**src/rtl/aes_sched_pkg.sv**
```systemverilog
// Shared types and constants for the AES job scheduler.
// Imported by the arbiter and the scheduler top.
package aes_sched_pkg;

  localparam int AES_W = 128;

  localparam logic OP_ENC = 1'b0;
  localparam logic OP_DEC = 1'b1;

  typedef enum logic [1:0] {
    S_IDLE = 2'd0,
    S_RUN  = 2'd1,
    S_RESP = 2'd2
  } state_t;

  // Id width for n requesters, never below one bit.
  function automatic int idw(input int n);
    return (n > 1) ? $clog2(n) : 1;
  endfunction

endpackage

```
**src/rtl/aes_job_scheduler_rr_arbiter.sv**
```systemverilog
// Combinational round-robin pick: first request after last.
// The scheduler registers the result, so no state lives here.
module rr_arbiter
  import aes_sched_pkg::*;
#(
  parameter  int N   = 2,
  localparam int IDW = idw(N)
) (
  input  logic [N-1:0]   req,
  input  logic [IDW-1:0] last,
  input  logic           enable,
  output logic [IDW-1:0] gnt_idx,
  output logic           gnt_any
);

  logic [2*N-1:0] rot;
  int             base;

  // Rotate so bit 0 is the requester right after last, then take the first set bit.
  always_comb begin
    base    = int'(last) + 1;
    rot     = {req, req} >> base;
    gnt_idx = '0;
    gnt_any = 1'b0;
    for (int k = 0; k < N; k++) begin
      if (enable && !gnt_any && rot[k]) begin
        gnt_any = 1'b1;
        gnt_idx = IDW'((base + k) % N);
      end
    end
  end

endmodule

```
**src/rtl/aes_job_scheduler.sv**
```systemverilog
// Shares one AES encrypt and one AES decrypt engine among requesters.
// One job at a time, round-robin grant, watchdog abort on hung runs.
module aes_job_scheduler
  import aes_sched_pkg::*;
#(
  parameter  int NREQ           = 2,
  parameter  int TIMEOUT_CYCLES = 1024,
  localparam int IDW            = idw(NREQ)
) (
  input  logic                  clock,
  input  logic                  reset,
  input  logic [NREQ-1:0]       req_valid,
  output logic [NREQ-1:0]       req_ready,
  input  logic [NREQ-1:0]       req_op,
  input  logic [NREQ*AES_W-1:0] req_data,
  input  logic [NREQ*AES_W-1:0] req_key,
  output logic [AES_W-1:0]      eng_data,
  output logic [AES_W-1:0]      eng_key,
  output logic                  enc_start,
  input  logic                  enc_done,
  input  logic [AES_W-1:0]      enc_result,
  output logic                  dec_start,
  input  logic                  dec_done,
  input  logic [AES_W-1:0]      dec_result,
  output logic                  rsp_valid,
  input  logic                  rsp_ready,
  output logic [AES_W-1:0]      rsp_data,
  output logic [IDW-1:0]        rsp_id,
  output logic                  rsp_error,
  output logic                  busy
);

  localparam int CW = $clog2(TIMEOUT_CYCLES);

  state_t             state;
  logic               op;
  logic [IDW-1:0]     last_grant;
  logic [CW-1:0]      cnt;
  logic [IDW-1:0]     gnt_idx;
  logic               gnt_any;
  logic [AES_W-1:0]   sel_data;
  logic [AES_W-1:0]   sel_key;
  logic               sel_op;
  logic               done_sel;

  rr_arbiter #(.N(NREQ)) u_arb (
    .req     (req_valid),
    .last    (last_grant),
    .enable  (state == S_IDLE),
    .gnt_idx (gnt_idx),
    .gnt_any (gnt_any)
  );

  // Pick the granted requester's job fields; other slices are never sampled.
  always_comb begin
    sel_data = '0;
    sel_key  = '0;
    sel_op   = OP_ENC;
    for (int i = 0; i < NREQ; i++) begin
      if (gnt_idx == IDW'(i)) begin
        sel_data = req_data[i*AES_W +: AES_W];
        sel_key  = req_key[i*AES_W +: AES_W];
        sel_op   = req_op[i];
      end
    end
  end

  assign done_sel = (op == OP_DEC) ? dec_done : enc_done;
  assign busy     = (state != S_IDLE);

  // Job FSM: accept, run engine with watchdog, hold response until taken.
  always_ff @(posedge clock or posedge reset) begin
    if (reset) begin
      state      <= S_IDLE;
      req_ready  <= '0;
      eng_data   <= '0;
      eng_key    <= '0;
      op         <= OP_ENC;
      last_grant <= IDW'(NREQ - 1);
      cnt        <= '0;
      enc_start  <= 1'b0;
      dec_start  <= 1'b0;
      rsp_valid  <= 1'b0;
      rsp_data   <= '0;
      rsp_id     <= '0;
      rsp_error  <= 1'b0;
    end else begin
      req_ready <= '0;
      unique case (state)
        S_IDLE: begin
          if (gnt_any) begin
            req_ready  <= NREQ'(1) << gnt_idx;
            eng_data   <= sel_data;
            eng_key    <= sel_key;
            op         <= sel_op;
            rsp_id     <= gnt_idx;
            last_grant <= gnt_idx;
            cnt        <= '0;
            enc_start  <= (sel_op == OP_ENC);
            dec_start  <= (sel_op == OP_DEC);
            state      <= S_RUN;
          end
        end
        S_RUN: begin
          if (done_sel) begin
            rsp_data  <= (op == OP_DEC) ? dec_result : enc_result;
            rsp_error <= 1'b0;
            rsp_valid <= 1'b1;
            enc_start <= 1'b0;
            dec_start <= 1'b0;
            state     <= S_RESP;
          end else if (cnt == CW'(TIMEOUT_CYCLES - 1)) begin
            rsp_data  <= '0;
            rsp_error <= 1'b1;
            rsp_valid <= 1'b1;
            enc_start <= 1'b0;
            dec_start <= 1'b0;
            state     <= S_RESP;
          end else begin
            cnt <= cnt + 1'b1;
          end
        end
        S_RESP: begin
          if (rsp_ready) begin
            rsp_valid <= 1'b0;
            state     <= S_IDLE;
          end
        end
        default: state <= S_IDLE;
      endcase
    end
  end

endmodule

```
**config.mk**
```make
export PLATFORM = sky130hd
export DESIGN_NAME = aes_job_scheduler
export DESIGN_NICKNAME = d
export VERILOG_FILES = /design/src/rtl/aes_sched_pkg.sv /design/src/rtl/aes_job_scheduler_rr_arbiter.sv /design/src/rtl/aes_job_scheduler.sv
export SDC_FILE = /design/constraint.sdc
export NUM_CORES = 1
export LEC_CHECK = 0
export CELL_PAD_IN_SITES_DETAIL_PLACEMENT = 2
export CELL_PAD_IN_SITES_GLOBAL_PLACEMENT = 2
export CORE_AREA = 3 3 459 461
export DETAILED_ROUTE_END_ITERATION = 6
export DIE_AREA = 0 0 462 464
export HOLD_SLACK_MARGIN = 0.12
export PLACE_DENSITY_LB_ADDON = 0.1
export SETUP_SLACK_MARGIN = 0.3
export SLEW_MARGIN = 15
export SYNTH_ARGS = -nofsm -noshare
export SYNTH_HDL_FRONTEND = slang
export SYNTH_SLANG_ARGS = --single-unit
```
**constraint.sdc**
```tcl
create_clock -name clock -period 12.4 [get_ports clock]
set_input_delay 1.24 -clock clock [delete_from_list [all_inputs] [get_ports clock]]
set_output_delay 1.24 -clock clock [all_outputs]
set_load 0.005 [all_outputs]
```
==> results of run 1 <==
## path summary, 6_finish.rpt
path	start	slack (ns)	end	depth (start not counted)
hold / removal	eng_data[73]	0.47	eng_data[73]	2
setup reg to reg	op	8.29	rsp_data[21]	6
setup / recovery	enc_done	7.96	rsp_data[21]	7
hold reg to reg	eng_data[73]	0.47	eng_data[73]	2
min in group asynchronous	reset	1.16	rsp_data[125]	3
max in group asynchronous	reset	9.13	eng_key[85]	5
## sequential cells by signal (all words and copies together), names as in the netlist
name and flops:
cnt 10, eng_key 128, state 2, rsp_valid 1, req_ready 2, rsp_data 128
dec_start 1, enc_start 1, op 1, last_grant 1, rsp_error 1, eng_data 128
rsp_id 1
## area by class of cell
type / count / area (um^2) / share of cell area, %
tap: 2704 / 3380 / 9.62
multi-input combinational: 780 / 6670 / 19.0
timing repair buffer: 1189 / 11900 / 33.8
clock buffer: 97 / 2010 / 5.73
sequential: 405 / 10100 / 28.8
inverter: 188 / 709 / 2.02
clock inverter: 21 / 302 / 0.857
antenna: 21 / 52.6 / 0.149
## critical path, delay by kind of cell
family	cells	cell delay, ns
multiplexers	1	0.36
AND/OR/NAND/NOR	2	1.06
AO/OA/AOI/OAI	1	0.15
buffers and inverters	3	2.00
## kinds of logic after synthesis
kind of cell               synth area share, %
adders and majority gates               0.0688
DFF                                       55.7
AOI/OAI and AO/OA                         24.0
muxes                                     8.67
and+or+nand+nor                           3.70
buffers and inverters                     7.79
## stage by stage
stage | hold slack [ns] | utilization [%] | std cells | area (um^2)
2_1_floorplan | 0.458 | - | 1511 | 18200
3_3_place_gp | 0.465 | 15.9 | 5266 | 32800
3_5_place_dp | 0.473 | 15.9 | 5266 | 32800
4_1_cts | 0.485 | 17.0 | 5384 | 35100
5_1_grt | 0.503 | 17.0 | 5387 | 35100
6_report | 0.475 | 17.0 | 5405 | 35200
## power by group
part | internal (mW) | switching, mW | total (mW) | leakage [nW]
combinational | 2.03 | 1.96 | 3.99 | 8.15
sequential | 1.96 | 0.448 | 2.41 | 5.02
clock | 1.27 | 0.760 | 2.03 | 1.13
## routing by layer
layer,vias up,track usage (%),part of all wire [%]
li1,7919,-,-
met1,9239,13.6,37
met2,914,23.0,50
met3,192,6.11,11
met4,56,2.76,1.7
met5,-,0,0.27
## synthesized netlist by cell type, types with 3 or more instances
library cell / number / area (um^2)
buf_2: 74 / 370
o2bb2ai_1: 32 / 280
inv_1: 187 / 702
nand3_1: 3 / 15.0
buf_1: 7 / 26.3
clkbuf_1: 43 / 161
mux2i_1: 155 / 1550
nor2_1: 56 / 210
dfrtp_1: 404 / 10100
buf_6: 11 / 124
and4_1: 3 / 26.3
o21ai_0: 78 / 390
and3_1: 3 / 18.8
o2bb2ai_2: 97 / 1460
a21oi_1: 52 / 260
nand2_1: 84 / 315
a222oi_1: 183 / 1830
a31oi_1: 8 / 50.1
nand2b_1: 3 / 18.8
==> impl_summary.txt, run 1 <==
----------------------------------------------------
[Status]
  Outcome ... finished with violations
  Violated checks ... DRC

[Clock tree]
  Clock-pin slew of the registers on the worst-case setup and hold paths ... 0.06 ns
  Clock tree from TritonCTS ... built
  Max clock buf depth ... 3
  Post-CTS Setup Bufs ... 0
  Clock buffers created by TritonCTS ... 67
  Number of gates resized after CTS ... 0
  Worst-skew pair later-pin latency ... 0.67 ns
  CTS Hold Buffers Added ... 0
  Total number of H-tree levels ... 3
  Number of sinks handled by clock tree synthesis ... 405
  Buffer type at the clock tree root ... clkbuf_16

[STA]
  Clock period minus final worst setup slack ... 4.44 ns
  Setup repair after global routing missed its margin ... no
  Slew of the pin with the lowest slew margin ... 1.12 ns
  Peak clock frequency supported by timing ... 0.225 GHz
  Setup Viol. Count Final ... 0
  Hold violation count in the final report ... 0
  Slack of the critical path ... 7.96 ns
  Final count of pins violating max slew ... 0
  Post-route clock skew ... 0.0193 ns
  Setup TNS ... 0 ns
  Worst slew margin ... 25.3%
  Crit share post-route ... 35.8%

[GRT]
  Maximum number of pins on one net before global-route repair ... 129
  Total GRT Usage ... 12.8%
  Number of antenna violations at the first check in global routing ... 80
  GR Overflow Total ... 0
  Vias in the first global route ... 20708
  First-pass GRT wire length ... 190 mm

[Die]
  Floorplan die area ... 0.214 mm^2
  Row count ... 167
  Starting density of the core ... 8.79%
  Vert. Die Dim ... 464 um
  Core ar. ... 0.207 mm^2
  Boundary Pins ... 1169
  Die outline width ... 462 um

[Yosys]
  Total nets after synthesis ... 2289
  Number of synthesized flops with an enable pin ... 0
  Flop and latch count out of synthesis ... 405
  Predominant post-synthesis flop cell ... dfrtp_1
  Share of the yosys chip area belonging to registers ... 55.7%
  Ys Warns ... 0
  Share of synthesized registers carrying an async set or reset ... 100%
  Synthesized area per cell ... 12.0 um^2
  Count of unique library cells instantiated by Yosys ... 41
  Synth Instances ... 1511
  Mapped Area ... 0.0182 mm^2

[Finish]
  Ratio of cells with drive above 1 in the final layout ... 8.92%
  Area growth from synthesis to final layout ... 93.4%
  Nets ... 3409
  Top library cells by usage in the layout, fill and taps aside ... clkdlybuf4s50_1 (1168), dfrtp_1 (403), inv_1 (186)
  Number of fill cells in the layout ... 23369
  Leading cell type in the layout, fill and taps excluded ... clkdlybuf4s50_1

[Critical path]
  Arrival time of the worst setup path ... 5.01 ns
  CP Cell Sequence ... clkdlybuf4s50_1 -> mux2_4 -> nand2_8 -> and2_4 -> buf_4 -> buf_4 -> o2bb2ai_2
  Setup crit end kind ... flip-flop
  Max stage delay cell, worst path ... buf_4
  Crit Path Category ... input port to flip-flop
  Critical path data required time ... 12.97 ns
  Startpoint class of the critical path ... input port
  Dominant cell type by count on the critical path ... buf_4
  Delay of the slowest critical-path stage ... 0.88 ns
  Largest fanout of any net on the critical path ... 77

[Routing]
  Number of optimization iterations in the first detailed-route pass ... 7
  Antenna viol nets, final ... 0
  Total via count in the routed design ... 18320
  Via density per instance ... 3.39
  DRT Wirelength ... 143 mm
  DRC ... 17
  Violation count after the first detailed-routing iteration ... 1463
  Drt wl/cell ... 26.5 um

[Power and ir drop]
  Largest voltage drop on the vdd net ... 0.000143 V
  Power density cells ... 240 mW/mm^2
  Static Leakage ... 14.3 nW
  Overall power ... 8.43 mW

[Worst hold path]
  Path category of the worst min-delay check ... flip-flop to flip-flop

[Placement]
  Buffers added on ports ... 1168
  Routability cong. ... 0.836
  Hpwl dp ... 113 mm
  Pre-CTS setup slack ... 7.20 ns

[Flow run]
  Maximum capacitance violations ... 0

----------------------------------------------------
Power figures use the tool's default switching activity.
==> inputs of run 2 (changes only) <==
- CORE_AREA: 3 3 459 461 -> 3 3 450 452
- DIE_AREA: 0 0 462 464 -> 0 0 453 455
- clock period: 12.4 -> 4.6 ns (I/O delays scaled with it)
==> impl_summary.txt, run 2 (synthesis results as in run 1) <==
----------------------------------------------------
[Routing]
  DRT Wirelength ... 136 mm (-5.0%)
  DRC ... 4 (-13)
  Total via count in the routed design ... 18043 (-1.5%)
  Number of optimization iterations in the first detailed-route pass ... 7 (unchanged)
  Violation count after the first detailed-routing iteration ... 1223 (-16%)
  Drt wl/cell ... 25.4 um (-4.3%)
  Via density per instance ... 3.36 (-0.83%)
  Antenna viol nets, final ... 0 (unchanged)

[Finish]
  Ratio of cells with drive above 1 in the final layout ... 9.45% (+0.53 points)
  Final design utilization ... 17.7% (+0.71 points)
  Registers with the most flip-flops ... eng_data: 128 flops, eng_key: 128 flops, rsp_data: 128 flops
  Leading cell type in the layout, fill and taps excluded ... clkdlybuf4s50_1
  Nets ... 3426 (+0.50%)
  Top library cells by usage in the layout, fill and taps aside ... clkdlybuf4s50_1 (1168), dfrtp_1 (403), inv_1 (186)
  Area growth from synthesis to final layout ... 94.1%

[Critical path]
  Largest fanout of any net on the critical path ... 58 (-25%)
  Delay of the slowest critical-path stage ... 0.93 ns (+0.05 ns)
  Setup crit end kind ... flip-flop
  Startpoint class of the critical path ... flip-flop
  Arrival time of the worst setup path ... 3.52 ns (-1.49 ns)
  Critical path data required time ... 5.17 ns (-7.80 ns)
  Crit Path Category ... flip-flop to flip-flop
  Max stage delay cell, worst path ... dfrtp_4
  CP Cell Sequence ... mux2_4 -> nand2_8 -> and2_4 -> buf_12 -> o2bb2ai_2

[Placement]
  Hpwl dp ... 107 mm (-5.2%)
  Routability cong. ... 0.824 (-1.4%)
  Pre-CTS setup slack ... 1.60 ns (-5.59 ns)
  Buffers added on ports ... 1168 (unchanged)

[Clock tree]
  Total number of H-tree levels ... 3 (unchanged)
  Clock-pin slew of the registers on the worst-case setup and hold paths ... 0.05 ns (about the same)
  Worst-skew pair later-pin latency ... 0.67 ns (about the same)
  Number of gates resized after CTS ... 0 (unchanged)
  Buffer type at the clock tree root ... clkbuf_16
  Max clock buf depth ... 3 (unchanged)
  Number of sinks handled by clock tree synthesis ... 405 (unchanged)
  Clock tree from TritonCTS ... built
  Clock buffers created by TritonCTS ... 68 (+1.5%)

[Power and ir drop]
  Power density cells ... 639 mW/mm^2 (+170%)
  Static Leakage ... 14.4 nW (+0.83%)
  Largest voltage drop on the vdd net ... 0.000400 V (+180%)
  Overall power ... 22.6 mW (+170%)

[Die]
  Vert. Die Dim ... 455 um (-1.9%)
  Starting density of the core ... 9.13% (+0.34 points)
  Die outline width ... 453 um (-1.9%)
  Core ar. ... 0.199 mm^2 (-3.7%)
  Boundary Pins ... 1169 (unchanged)
  Floorplan die area ... 0.206 mm^2 (-3.8%)
  Row count ... 164 (-1.8%)

[STA]
  Final count of pins violating max slew ... 0 (unchanged)
  Setup TNS ... 0 ns (unchanged)
  Setup repair after global routing missed its margin ... no
  Peak clock frequency supported by timing ... 0.338 GHz
  Post-route clock skew ... 0.0332 ns (+0.0139 ns)
  Worst slew margin ... 21.0% (-4.3 points)
  Hold violation count in the final report ... 0 (unchanged)
  Crit share post-route ... 64.3%
  Worst hold slack across all endpoints ... 0.380 ns (-0.0941 ns)
  Slack of the critical path ... 1.64 ns (-6.31 ns)
  Clock period minus final worst setup slack ... 2.96 ns
  Setup Viol. Count Final ... 0 (unchanged)
  Slew of the pin with the lowest slew margin ... 1.19 ns (+0.0642 ns)

[GRT]
  Vias in the first global route ... 20522 (-0.90%)
  Total GRT Usage ... 12.6% (-0.23 points)
  Number of antenna violations at the first check in global routing ... 53 (-34%)
  First-pass GRT wire length ... 181 mm (-4.9%)
  Maximum number of pins on one net before global-route repair ... 131 (+1.6%)
  GR Overflow Total ... 0 (unchanged)

[Worst hold path]
  Path category of the worst min-delay check ... input port to flip-flop

[Status]
  Violated checks ... DRC
  Outcome ... finished with violations

[Flow run]
  Maximum capacitance violations ... 0 (unchanged)

----------------------------------------------------
[run 2: cell types whose count changed in the layout (fill, tap and decap cells not counted), moves of 2 or more]
cell / before / now
buf_12: 4 / 16
buf_4: 17 / 20
bufinv_16: 7 / 2
clkbuf_1: 12 / 14
clkbuf_8: 14 / 18
clkinv_2: 7 / 9
clkinv_8: 0 / 2
clkinvlp_4: 5 / 2
diode_2: 21 / 13
inv_6: 1 / 3
[run 2: path summary, 6_finish.rpt]
check                              from      endpoint  slack [ns]  cells past startpoint
setup / recovery                     op  rsp_data[57]        1.64                      5
hold / removal              req_key[18]   eng_key[18]        0.38                      3
setup reg to reg                     op  rsp_data[57]        1.64                      5
hold reg to reg            eng_data[69]  eng_data[69]        0.48                      2
max in group asynchronous         reset   eng_key[27]        2.60                      5
min in group asynchronous         reset   rsp_data[1]        0.78                      3
[run 2: per-stage QoR]
stage / instances / area [um^2]
after global placement: 5233 / 33000
after floorplan: 1511 / 18200
after CTS: 5355 / 35300
final: 5368 / 35300
after detailed placement: 5233 / 33000
after global routing: 5360 / 35300
[run 2: layout make-up]
class,instances,area (um^2)
fillers,22371,164000
repair buffers,1205,12200
flip-flops and latches,405,10100
multi-input cells,780,6670
well taps,2656,3320
clock buffers,103,2080
inverters,188,709
clock inverters,18,180
diodes,13,32.5
[run 2: layer usage]
layer  wire length (um)  vias up  GRT usage, %
li1                   -     7934             -
met1              47600     9074          12.7
met2              72000      816          23.3
met3              13100      179          5.40
met4               3200       40          3.82
met5                271        -             0
[run 2: timing repair]
item / CTS / global route
setup buffers: 0 / 0
hold buffers: 1 / 0
endpoints found under the hold margin: 8 / 0
[run 2: where the power goes]
group / internal [mW] / total [mW] / leakage [nW] / switching [mW]
Clock: 3.22 / 5.29 / 1.12 / 2.07
Combinational: 5.59 / 10.7 / 8.28 / 5.14
Sequential: 5.29 / 6.52 / 5.02 / 1.24
Total: 14.1 / 22.6 / 14.4 / 8.45
[run 2: worst max-delay path: cells and delay by family (launching register included)]
kind / cells / cell delay (ns)
flip-flops: 1 / 0.93
buffers and inverters: 1 / 0.38
AND/OR/NAND/NOR: 2 / 0.81
multiplexers: 1 / 0.41
AO/OA/AOI/OAI: 1 / 0.14
==> inputs of run 3 (changes only) <==
- CORE_AREA: 3 3 450 452 -> 3 3 459 461
- DIE_AREA: 0 0 453 455 -> 0 0 462 464
- clock period: 4.6 -> 2.7 ns (I/O delays scaled with it)
==> impl_summary.txt, run 3 (synthesis results as in run 1) <==
----------------------------------------------------
[Status]
  Outcome ... complete, no violations

[GRT]
  GR Overflow Total ... 0 (unchanged)
  Total GRT Usage ... 13.3% (+0.73 points)
  Number of antenna violations at the first check in global routing ... 73 (+38%)
  First-pass GRT wire length ... 197 mm (+9.1%)
  Maximum number of pins on one net before global-route repair ... 76 (-42%)
  Vias in the first global route ... 21554 (+5.0%)

[Clock tree]
  Max clock buf depth ... 3 (unchanged)
  Buffer type at the clock tree root ... clkbuf_16
  Clock-pin slew of the registers on the worst-case setup and hold paths ... 0.05 ns (about the same)
  Post-CTS Setup Bufs ... 0 (unchanged)
  Total number of H-tree levels ... 3 (unchanged)
  Number of sinks handled by clock tree synthesis ... 405 (unchanged)
  Worst-skew pair later-pin latency ... 0.66 ns (about the same)
  Clock tree from TritonCTS ... built
  Clock buffers created by TritonCTS ... 67 (-1.5%)

[Critical path]
  Startpoint class of the critical path ... flip-flop
  Largest fanout of any net on the critical path ... 25 (-57%)
  Worst flop-to-flop path startpoint ... state[0]
  CP Cell Sequence ... nor2_2 -> and3_4 -> buf_12 -> buf_4 -> a222oi_1 -> inv_1
  Category of cells accounting for the largest share of critical-path delay ... simple AND/OR/NAND/NOR gates
  Critical path data required time ... 3.28 ns (-1.89 ns)
  Crit Path Category ... flip-flop to flip-flop
  Delay of the slowest critical-path stage ... 0.57 ns (-0.36 ns)
  Buffer and inverter count on the worst path ... 3 (+2)
  Setup slack of the most critical reg-to-reg path ... 0.44 ns (-1.20 ns)
  R2R cell count ... 6 (+1)
  Max stage delay cell, worst path ... and3_4
  Worst flop-to-flop path endpoint ... eng_key[48]
  Setup crit end kind ... flip-flop
  Arrival time of the worst setup path ... 2.84 ns (-0.68 ns)

[Finish]
  Ratio of cells with drive above 1 in the final layout ... 10.7% (+1.3 points)
  Area taken by flip-flops and latches ... 0.0101 mm^2 (unchanged)
  Registers with the most flip-flops ... eng_data: 128 flops, eng_key: 128 flops, rsp_data: 128 flops
  Top library cells by usage in the layout, fill and taps aside ... clkdlybuf4s50_1 (1168), dfrtp_1 (403), inv_1 (186)
  Final std cells w/o fill ... 5509 (+2.6%)
  Number of fill cells in the layout ... 23296 (+4.1%)
  Area growth from synthesis to final layout ... 99.5%
  Nets ... 3517 (+2.7%)
  Leading cell type in the layout, fill and taps excluded ... clkdlybuf4s50_1
  Area taken by multi-input logic gates ... 0.00667 mm^2 (about the same)
  Final design utilization ... 17.5% (-0.17 points)

[Routing]
  Violation count after the first detailed-routing iteration ... 1301 (+6.4%)
  DRC ... 0 (-4)
  Total via count in the routed design ... 18868 (+4.6%)
  Number of optimization iterations in the first detailed-route pass ... 6 (-1)
  DRT Wirelength ... 149 mm (+9.2%)
  Drt wl/cell ... 27.0 um (+6.4%)
  Via density per instance ... 3.42 (+1.9%)
  Antenna viol nets, final ... 0 (unchanged)

[STA]
  Final count of pins violating max slew ... 0 (unchanged)
  Post-route clock skew ... 0.0239 ns (-0.00931 ns)
  Clock period minus final worst setup slack ... 2.26 ns (-0.699 ns)
  Setup TNS ... 0 ns (unchanged)
  Setup repair after global routing missed its margin ... no
  Crit share post-route ... 83.6% (+19 points)
  Peak clock frequency supported by timing ... 0.443 GHz (+31%)
  Hold violation count in the final report ... 0 (unchanged)
  Worst slew margin ... 50.6% (+30 points)
  Setup Viol. Count Final ... 0 (unchanged)
  Slew of the pin with the lowest slew margin ... 0.720 ns (-0.465 ns)

[Power and ir drop]
  Power density cells ... 1080 mW/mm^2 (+69%)
  Overall power ... 39.3 mW (+74%)
  Switching part of the total ... 38.0% (+0.57 points)
  Portion of total power attributed to the clock network ... 22.8% (-0.7 points)
  Largest voltage drop on the vdd net ... 0.000354 V (-12%)
  Share of total power in combinational logic ... 48.9% (+1.3 points)
  Internal Pwr Total ... 24.3 mW (+73%)
  Net switching component of the power ... 14.9 mW (+77%)
  Sequential group share of total power ... 28.3% (-0.6 points)
  Static Leakage ... 14.9 nW (+3.1%)

[Die]
  Floorplan die area ... 0.214 mm^2 (+4.0%)
  Starting density of the core ... 8.79% (-0.34 points)
  Die outline width ... 462 um (+2.0%)
  Vert. Die Dim ... 464 um (+2.0%)
  Row count ... 167 (+1.8%)
  Boundary Pins ... 1169 (unchanged)
  Core ar. ... 0.207 mm^2 (+3.8%)

[Placement]
  Buffers added on ports ... 1168 (unchanged)
  Hpwl dp ... 121 mm (+13%)
  Routability cong. ... 0.809 (-1.8%)
  Number of placed instances, taps included ... 5326 (+1.8%)

[Worst hold path]
  Worst hold path stage count ... 3 (unchanged)
  Path category of the worst min-delay check ... input port to flip-flop
  Min-Delay Startpoint ... req_data[6]
  Hold-critical path endpoint ... eng_data[6]

[Flow run]
  Maximum capacitance violations ... 0 (unchanged)

----------------------------------------------------
## run 3: cell count changes in the layout (fill, tap and decap cells not counted), sizes merged
| cell | delta |
|---|---|
| buf | +45 |
| clkbuf | -2 |
| clkinv | +2 |
| diode | +4 |
| dlygate4sd3 | +47 |
| inv | -3 |
## run 3: how the worst max path moves through the flow
stage	endpoint	startpoint	slack, ns	cells after the start
2_1_floorplan	cnt[0]	reset	-3.02	1
6_report	eng_key[48]	state[0]	0.44	6
3_5_place_dp	eng_key[48]	req_valid[0]	0.22	7
5_1_grt	eng_key[48]	state[0]	0.31	6
3_3_place_gp	eng_data[113]	req_valid[1]	0.26	5
4_1_cts	eng_data[18]	eng_data[18]	0.31	1
## run 3: area by class of cell
cell class / instances / share of cell area, %
Clock buffer: 101 / 5.61
Tap cell: 2704 / 9.32
Inverter: 188 / 1.96
Multi-Input combinational cell: 780 / 18.4
Clock inverter: 17 / 0.524
Timing Repair Buffer: 1297 / 36.1
Antenna cell: 17 / 0.117
Sequential cell: 405 / 27.9
## run 3: tightest hold or removal path: cells and delay by family
| family | cells | cell delay, ns |
|---|---|---|
| buffers and inverters | 2 | 0.51 |
| AOI/OAI and AO/OA | 1 | 0.06 |
## run 3: what timing repair did
item | CTS | global route
gates resized for setup | 1 | 0
setup endpoints to repair | 25 | 1
pin swaps | 0 | 1
endpoints found under the hold margin | 101 | 0
hold buffers | 48 | 0
## run 3: layer usage
| metal | wire (um) | vias up | GRT usage [%] |
|---|---|---|---|
| met5 | 286 | - | 0 |
| met4 | 2890 | 44 | 3.07 |
| met3 | 15000 | 208 | 5.61 |
| met2 | 74300 | 911 | 23.8 |
| met1 | 56300 | 9570 | 14.5 |
| li1 | - | 8135 | - |
## run 3: power by group through the flow
stage	Clock [mW]	Combinational (mW)	Sequential, mW
6_report	8.94	19.2	11.1
5_1_grt	9.68	20.9	11.5
4_1_cts	9.52	20.0	11.2
3_5_place_dp	0	19.9	11.2
3_3_place_gp	0	19.6	11.1
2_1_floorplan	0	7.41	10.9
## run 3: per-stage QoR
stage / hold slack [ns] / setup slack, ns / instance area (um^2)
global route: 0.170 / 0.310 / 36300
CTS: 0.120 / 0.311 / 36200
floorplan: 0.377 / -3.02 / 18200
finish: 0.224 / 0.442 / 36300
global placement: 0.462 / 0.257 / 33500
detailed placement: 0.473 / 0.216 / 33500
